$ cat config.mk
export PLATFORM = sky130hd
export DESIGN_NAME = spi_master
export DESIGN_NICKNAME = d
export VERILOG_FILES = /design/src/rtl/spi_master.sv
export SDC_FILE = /design/constraint.sdc
export NUM_CORES = 1
export LEC_CHECK = 0
export ABC_CLOCK_PERIOD_IN_PS = 4560
export CORE_MARGIN = 1
export CORE_UTILIZATION = 50
export CTS_CLUSTER_SIZE = 30
export DETAILED_ROUTE_END_ITERATION = 12
export PLACE_DENSITY = 0.83
export SYNTH_ARGS = -nofsm -noshare
export SYNTH_HDL_FRONTEND = slang
export SYNTH_SLANG_ARGS = --single-unit
$ cat constraint.sdc
create_clock -name clk -period 4.56 [get_ports clk]
set_clock_uncertainty 0.2 [all_clocks]
set_input_delay 0.456 -clock clk [delete_from_list [all_inputs] [get_ports clk]]
set_output_delay 0.456 -clock clk [all_outputs]
set_load 0.005 [all_outputs]
$ cat src/rtl/spi_master.sv
// SPI master, 8-bit MSB-first frames; modes set by cpol/cpha, latched at start.
// Done pulses 16*(dvsr+1) cycles after accept (17*(dvsr+1) when cpha=1); start is ignored while busy.
module spi_master (
  input  logic        clk,
  input  logic        reset_n,
  input  logic [7:0]  din,
  input  logic [15:0] dvsr,
  input  logic        start,
  input  logic        cpol,
  input  logic        cpha,
  input  logic        miso,
  output logic [7:0]  dout,
  output logic        sclk,
  output logic        mosi,
  output logic        spi_done_tick,
  output logic        ready
);

  typedef enum logic [1:0] {IDLE, CPHA_DLY, P0, P1} state_e;

  state_e      state_q, state_d;
  logic [15:0] c_q, c_d;
  logic [2:0]  n_q, n_d;
  logic [7:0]  so_q, so_d;
  logic [7:0]  si_q, si_d;
  logic [15:0] dvsr_q, dvsr_d;
  logic        cpol_q, cpol_d;
  logic        cpha_q, cpha_d;
  logic        sclk_q, sclk_d;
  logic        pclk;

  always_ff @(posedge clk or negedge reset_n) begin
    if (!reset_n) begin
      state_q <= IDLE;
      c_q     <= '0;
      n_q     <= '0;
      so_q    <= '0;
      si_q    <= '0;
      dvsr_q  <= '0;
      cpol_q  <= 1'b0;
      cpha_q  <= 1'b0;
      sclk_q  <= 1'b0;
    end else begin
      state_q <= state_d;
      c_q     <= c_d;
      n_q     <= n_d;
      so_q    <= so_d;
      si_q    <= si_d;
      dvsr_q  <= dvsr_d;
      cpol_q  <= cpol_d;
      cpha_q  <= cpha_d;
      sclk_q  <= sclk_d;
    end
  end

  always_comb begin
    state_d       = state_q;
    c_d           = c_q;
    n_d           = n_q;
    so_d          = so_q;
    si_d          = si_q;
    dvsr_d        = dvsr_q;
    cpol_d        = cpol_q;
    cpha_d        = cpha_q;
    ready         = 1'b0;
    spi_done_tick = 1'b0;

    case (state_q)
      IDLE: begin
        ready = 1'b1;
        if (start) begin
          so_d    = din;
          dvsr_d  = dvsr;
          cpol_d  = cpol;
          cpha_d  = cpha;
          c_d     = '0;
          n_d     = '0;
          state_d = cpha ? CPHA_DLY : P0;
        end
      end
      CPHA_DLY: begin
        if (c_q == dvsr_q) begin
          c_d     = '0;
          state_d = P0;
        end else begin
          c_d = c_q + 16'd1;
        end
      end
      P0: begin
        if (c_q == dvsr_q) begin
          si_d    = {si_q[6:0], miso};
          c_d     = '0;
          state_d = P1;
        end else begin
          c_d = c_q + 16'd1;
        end
      end
      P1: begin
        if (c_q == dvsr_q) begin
          if (n_q == 3'd7) begin
            spi_done_tick = 1'b1;
            state_d       = IDLE;
          end else begin
            so_d    = {so_q[6:0], 1'b0};
            n_d     = n_q + 3'd1;
            c_d     = '0;
            state_d = P0;
          end
        end else begin
          c_d = c_q + 16'd1;
        end
      end
      default: state_d = IDLE;
    endcase
  end

  // Idle tracks the live cpol so the line settles before the next frame is started.
  assign pclk   = ((state_q == P1) && !cpha_q) || ((state_q == P0) && cpha_q);
  assign sclk_d = (state_q == IDLE) ? cpol : (pclk ^ cpol_q);

  assign sclk = sclk_q;
  assign mosi = so_q[7];
  assign dout = si_q;

endmodule

==> impl_metrics.env, run 1 <==
export IMPL_rsz0062_at_grt="false"
export IMPL_cp_cell_sequence="xor2_1 -> nor4_2 -> and4_1 -> buf_4 -> and2_1 -> clkdlybuf4s50_1"
export IMPL_slew_viol_final=0
export IMPL_fin_tns_setup_ns=0
export IMPL_clock_sinks=56
export IMPL_clock_path_buffers=2
export IMPL_grt_use_total_pct=22.2
export IMPL_clkSlewWorstSetupHoldPaths_ns=0.10
export IMPL_crit_arrival_ns=2.58
export IMPL_routed_via_density=5.91
export IMPL_initial_utilization_pct=53.1
export IMPL_post_cts_setup_buffer_count=0
export IMPL_synth_cells=313
export IMPL_max_vdd_ir_drop_mv=0.238
export IMPL_tightest_slew_ns=0.884
export IMPL_yosys_top_cells_area="dfrtp_1, nand2_1, xor2_1"
export IMPL_wire_per_inst_um=15.5
export IMPL_fin_crit_ns=3.23
export IMPL_place_port_buffers=41
export IMPL_antennaDiodeCount=0
export IMPL_r2r_start="state_q[1]"
export IMPL_clk_latency_ns=0.31
export IMPL_r2r_cells=5
export IMPL_grt_overflow_total=0
export IMPL_relSlewSlack_pct=41.0
export IMPL_syn_area_per_cell_um2=9.57
export IMPL_cts_root_buf="clkbuf_8"
export IMPL_crit_fanout=26
export IMPL_setup_viol=0
export IMPL_synthesis_area_mm2=0.00300
export IMPL_synth_seq_cells=56
export IMPL_slowest_delay_ns=0.50
export IMPL_critPathCaptureType="output pin"
export IMPL_ys_seq_area_share_pct=46.8
export IMPL_timing_final_crit_share_pct=70.9
export IMPL_synth_warnings=0
export IMPL_first_iter_violations=281
export IMPL_outcome="complete, no violations"
export IMPL_num_rows=27
export IMPL_num_io_pins=42
export IMPL_drtPass1Iterations=4
export IMPL_cts_resized_gates=0
export IMPL_critPathKind="flip-flop to output pin"
export IMPL_grt_max_degree=57
export IMPL_core_area_mm2=0.00564
export IMPL_cts_tree="yes"
export IMPL_ys_types=42
export IMPL_p_leak_nw=1.63
export IMPL_area_growth_pct=16.2
export IMPL_grt_antenna_before_repair=0
export IMPL_synth_top_cell_by_area="dfrtp_1"
export IMPL_powerDensity_mw_per_mm2=514
export IMPL_cp_top_family="simple AND/OR/NAND/NOR gates"
export IMPL_async_reset_ff_share_pct=100
export IMPL_grt_pass1_wl_um=10800
export IMPL_die_area_mm2=0.00630
export IMPL_routed_wl_um=6380
export IMPL_antenna_left=0
export IMPL_mostFrequentLayoutCell="nand2_1"
export IMPL_syn_num_nets=346
export IMPL_vias=2428
export IMPL_drc=0
export IMPL_hold_path_class="input port to async pin"
export IMPL_holdBufCountCts=0
export IMPL_die_h_um=79.4
export IMPL_drive_gt1_share_pct=7.96
export IMPL_maxCapViolations=0
export IMPL_synth_top_area_share_pct=46.8
export IMPL_synth_ff_type="dfrtp_1"
export IMPL_startpoint_type="flip-flop"
export IMPL_final_cell_mix="nand2_1, dfrtp_1, clkdlybuf4s50_1, xor2_1, nand3_1"
export IMPL_numCtsBuffers=5
export IMPL_r2r_end="so_q[4]"
export IMPL_hpwlAfterDp_um=4370
export IMPL_final_core_util_pct=61.7
export IMPL_synth_edf_count=0
export IMPL_cp_num_buf_inv=2
export IMPL_nets=372
export IMPL_critPathRequiredTime_ns=3.90
export IMPL_fmax_ghz=0.309
export IMPL_grt_pass1_vias=2294
export IMPL_rrSetupSlack_ns=1.60
export IMPL_cts_max_level=2
export IMPL_hold_viol=0
export IMPL_place_gp_congestion=0.834
export IMPL_dieWidth_um=79.4
export IMPL_cp_slowest_cell="dfrtp_1"
==> power by group <==
| part | total (mW) | internal, mW | switching (mW) | leakage [nW] |
|---|---|---|---|---|
| Clock | 0.280 | 0.122 | 0.158 | 0.0473 |
| Sequential | 0.922 | 0.691 | 0.231 | 0.709 |
| Combinational | 0.589 | 0.303 | 0.285 | 0.869 |
==> logic make-up (layout without fill, tap and decap cells) <==
| kind of cell | Yosys count | in the layout | synth area share, % |
|---|---|---|---|
| compound gates | 36 | 36 | 9.02 |
| flops | 56 | 56 | 46.8 |
| simple gates | 152 | 152 | 26.1 |
| fa+ha+maj | 3 | 3 | 1.25 |
| xor+xnor | 19 | 19 | 5.56 |
| mux | 20 | 20 | 7.06 |
| buf+inv | 27 | 53 | 4.26 |
==> metrics by stage <==
stage	std cells	hold WS (ns)	worst slack, ns	cell area, um2	power (mW)
after CTS	411	0.0943	1.32	3480	1.79
final	411	0.0728	1.33	3480	1.79
after global placement	404	0.274	1.71	3390	1.48
after global routing	411	0.131	1.21	3480	1.92
after detailed placement	404	0.278	1.63	3390	1.52
after floorplan	313	-0.0396	2.28	3000	1.35
==> sequential cells by signal, summed over array words and instances, names as in the netlist <==
name / cells
c_q: 16
cpha_q: 1
cpol_q: 1
dout: 8
dvsr_q: 16
n_q: 3
sclk: 1
so_q: 8
state_q: 2
==> worst max-delay path by stage <==
stage | start | cells after the start | slack (ns) | endpoint
2_1_floorplan | c_q[5] | 7 | 2.28 | spi_done_tick
3_3_place_gp | c_q[4] | 6 | 1.71 | spi_done_tick
3_5_place_dp | state_q[1] | 5 | 1.63 | so_q[4]
4_1_cts | c_q[4] | 6 | 1.32 | spi_done_tick
5_1_grt | c_q[5] | 6 | 1.21 | spi_done_tick
6_report | c_q[5] | 6 | 1.33 | spi_done_tick
==> per-layer routing <==
metal	routed length [um]	track usage [%]	share of wire (%)	vias up
li1	-	-	-	1169
met1	3010	31.0	47	1176
met2	2990	34.7	47	69
met3	254	3.54	4.0	14
met4	129	8.36	2.0	0
met5	0	0	0	-
==> cells in the mapped netlist, drive strengths merged, types with 2 or more instances <==
cell,instances
a22o,3
a22oi,7
a31oi,11
and2,4
and3,3
and4,3
buf,11
clkbuf,13
dfrtp,56
ha,3
inv,3
mux2,9
mux2i,11
nand2,70
nand2b,2
nand3,14
nand4,12
nor2,14
nor3b,11
nor4,8
o2111ai,3
o21ai,2
or4,8
xor2,18
==> final cells by class <==
class | instances | area (um2)
Fill cell | 474 | 2160
Tap cell | 72 | 90.1
Timing Repair Buffer | 43 | 420
Multi-Input combinational cell | 230 | 1470
Clock buffer | 6 | 82.6
Sequential cell | 56 | 1400
Clock inverter | 1 | 8.76
Inverter | 3 | 11.3
No activity file was read; power rests on OpenSTA's default activity.
==> run 2, diff against run 1 <==
ABC_CLOCK_PERIOD_IN_PS = 3200   (was 4560)
clock period = 3.2 ns   (was 4.56 ns; I/O delays follow)
==> impl_metrics.env, run 2 (synthesis results as in run 1) <==
export IMPL_p_leak_nw=1.66
export IMPL_antenna_left=0
export IMPL_hpwlAfterDp_um=4610
export IMPL_drtPass1Iterations=5
export IMPL_holdBufCountCts=1
export IMPL_critPathKind="flip-flop to output pin"
export IMPL_rsz0062_at_grt="false"
export IMPL_critPathRequiredTime_ns=2.68
export IMPL_p_total_mw=2.61
export IMPL_hold_path_class="flip-flop to flip-flop"
export IMPL_fmax_ghz=0.338
export IMPL_place_gp_congestion=0.904
export IMPL_num_io_pins=42
export IMPL_wl_met3_um=412
export IMPL_final_cell_mix="nand2_1, dfrtp_1, clkdlybuf4s50_1, xor2_1, nand3_1"
export IMPL_wire_per_inst_um=15.6
export IMPL_grt_antenna_before_repair=0
export IMPL_outcome="complete, no violations"
export IMPL_dp_cells=410
export IMPL_wl_met2_um=3120
export IMPL_die_h_um=79.4
export IMPL_grt_pass1_vias=2328
export IMPL_drive_gt1_share_pct=9.28
export IMPL_setup_viol=0
export IMPL_num_rows=27
export IMPL_clock_sinks=56
export IMPL_dieWidth_um=79.4
export IMPL_crit_fanout=8
export IMPL_cts_resized_gates=0
export IMPL_powerDensity_mw_per_mm2=735
export IMPL_grt_max_degree=30
export IMPL_antennaDiodeCount=0
export IMPL_top_layer_used="met4"
export IMPL_place_port_buffers=41
export IMPL_initial_utilization_pct=53.1
export IMPL_slew_viol_final=0
export IMPL_grt_pass1_wl_um=11200
export IMPL_fin_tns_setup_ns=0
export IMPL_numCtsBuffers=5
export IMPL_mostFrequentLayoutCell="nand2_1"
export IMPL_startpoint_type="flip-flop"
export IMPL_crit_arrival_ns=2.44
export IMPL_clk_latency_ns=0.31
export IMPL_wl_met1_um=2880
export IMPL_core_area_mm2=0.00564
export IMPL_cts_root_buf="clkbuf_8"
export IMPL_top_regs="c_q: 16 flops, dvsr_q: 16 flops"
export IMPL_max_vdd_ir_drop_mv=0.414
export IMPL_post_cts_setup_buffer_count=0
export IMPL_fin_crit_ns=2.96
export IMPL_hold_depth=1
export IMPL_maxCapViolations=0
export IMPL_clkSlewWorstSetupHoldPaths_ns=0.09
export IMPL_critPathCaptureType="output pin"
export IMPL_drc=0
export IMPL_hold_viol=0
export IMPL_timing_final_crit_share_pct=92.6
export IMPL_die_area_mm2=0.00630
export IMPL_grt_use_total_pct=23.0
export IMPL_cts_max_level=2
export IMPL_first_iter_violations=205
export IMPL_area_growth_pct=18.3
export IMPL_vias=2486
export IMPL_routed_via_density=5.96
export IMPL_relSlewSlack_pct=58.4
export IMPL_cts_tree="yes"
export IMPL_tightest_slew_ns=0.624
export IMPL_grt_overflow_total=0
export IMPL_fin_cells=417
export IMPL_r2r_cells=5
export IMPL_routed_wl_um=6510
export IMPL_nets=379
export IMPL_clock_path_buffers=2
[run 2: worst max-delay path: stages, from the launching register on]
cell and delay [ns]:
dfrtp_1 0.47, xor2_1 0.19, nor4_1 0.49, and4_1 0.32, and2_1 0.17, clkdlybuf4s50_1 0.51
[run 2: report_power, final]
part / internal (mW) / switching, mW
combinational: 0.439 / 0.408
sequential: 0.985 / 0.332
clock: 0.225 / 0.216
[run 2: area by class of cell]
cell class                      instances  area (um2)
Tap cell                               72        90.1
Timing Repair Buffer                   50         475
Multi-Input combinational cell        230        1470
Sequential cell                        56        1400
Clock buffer                            5        68.8
Inverter                                3        11.3
Fill cell                             454        2100
Clock inverter                          1        30.0
[run 2: metrics by stage]
stage	worst slack, ns	utilization, %	hold slack (ns)	cell area (um2)
3_5_place_dp	0.547	60.9	0.171	3430
5_1_grt	0.226	62.8	0.313	3540
2_1_floorplan	1.01	-	-0.176	3000
4_1_cts	0.285	62.8	0.298	3540
3_3_place_gp	0.625	60.9	0.167	3430
6_report	0.238	62.8	0.292	3540
[run 2: per-layer routing]
layer,track usage (%),vias up
met3,3.20,8
li1,-,1182
met2,35.3,87
met5,0,-
met1,32.7,1209
met4,9.27,0
[run 2: worst paths after layout]
check | startpoint | to | slack [ns]
hold reg to reg | n_q[0] | n_q[0] | 0.29
hold / removal | n_q[0] | n_q[0] | 0.29
max in group asynchronous | reset_n | c_q[7] | 1.61
setup reg to reg | c_q[6] | so_q[0] | 0.44
min in group asynchronous | reset_n | so_q[6] | 0.37
setup / recovery | c_q[6] | spi_done_tick | 0.24
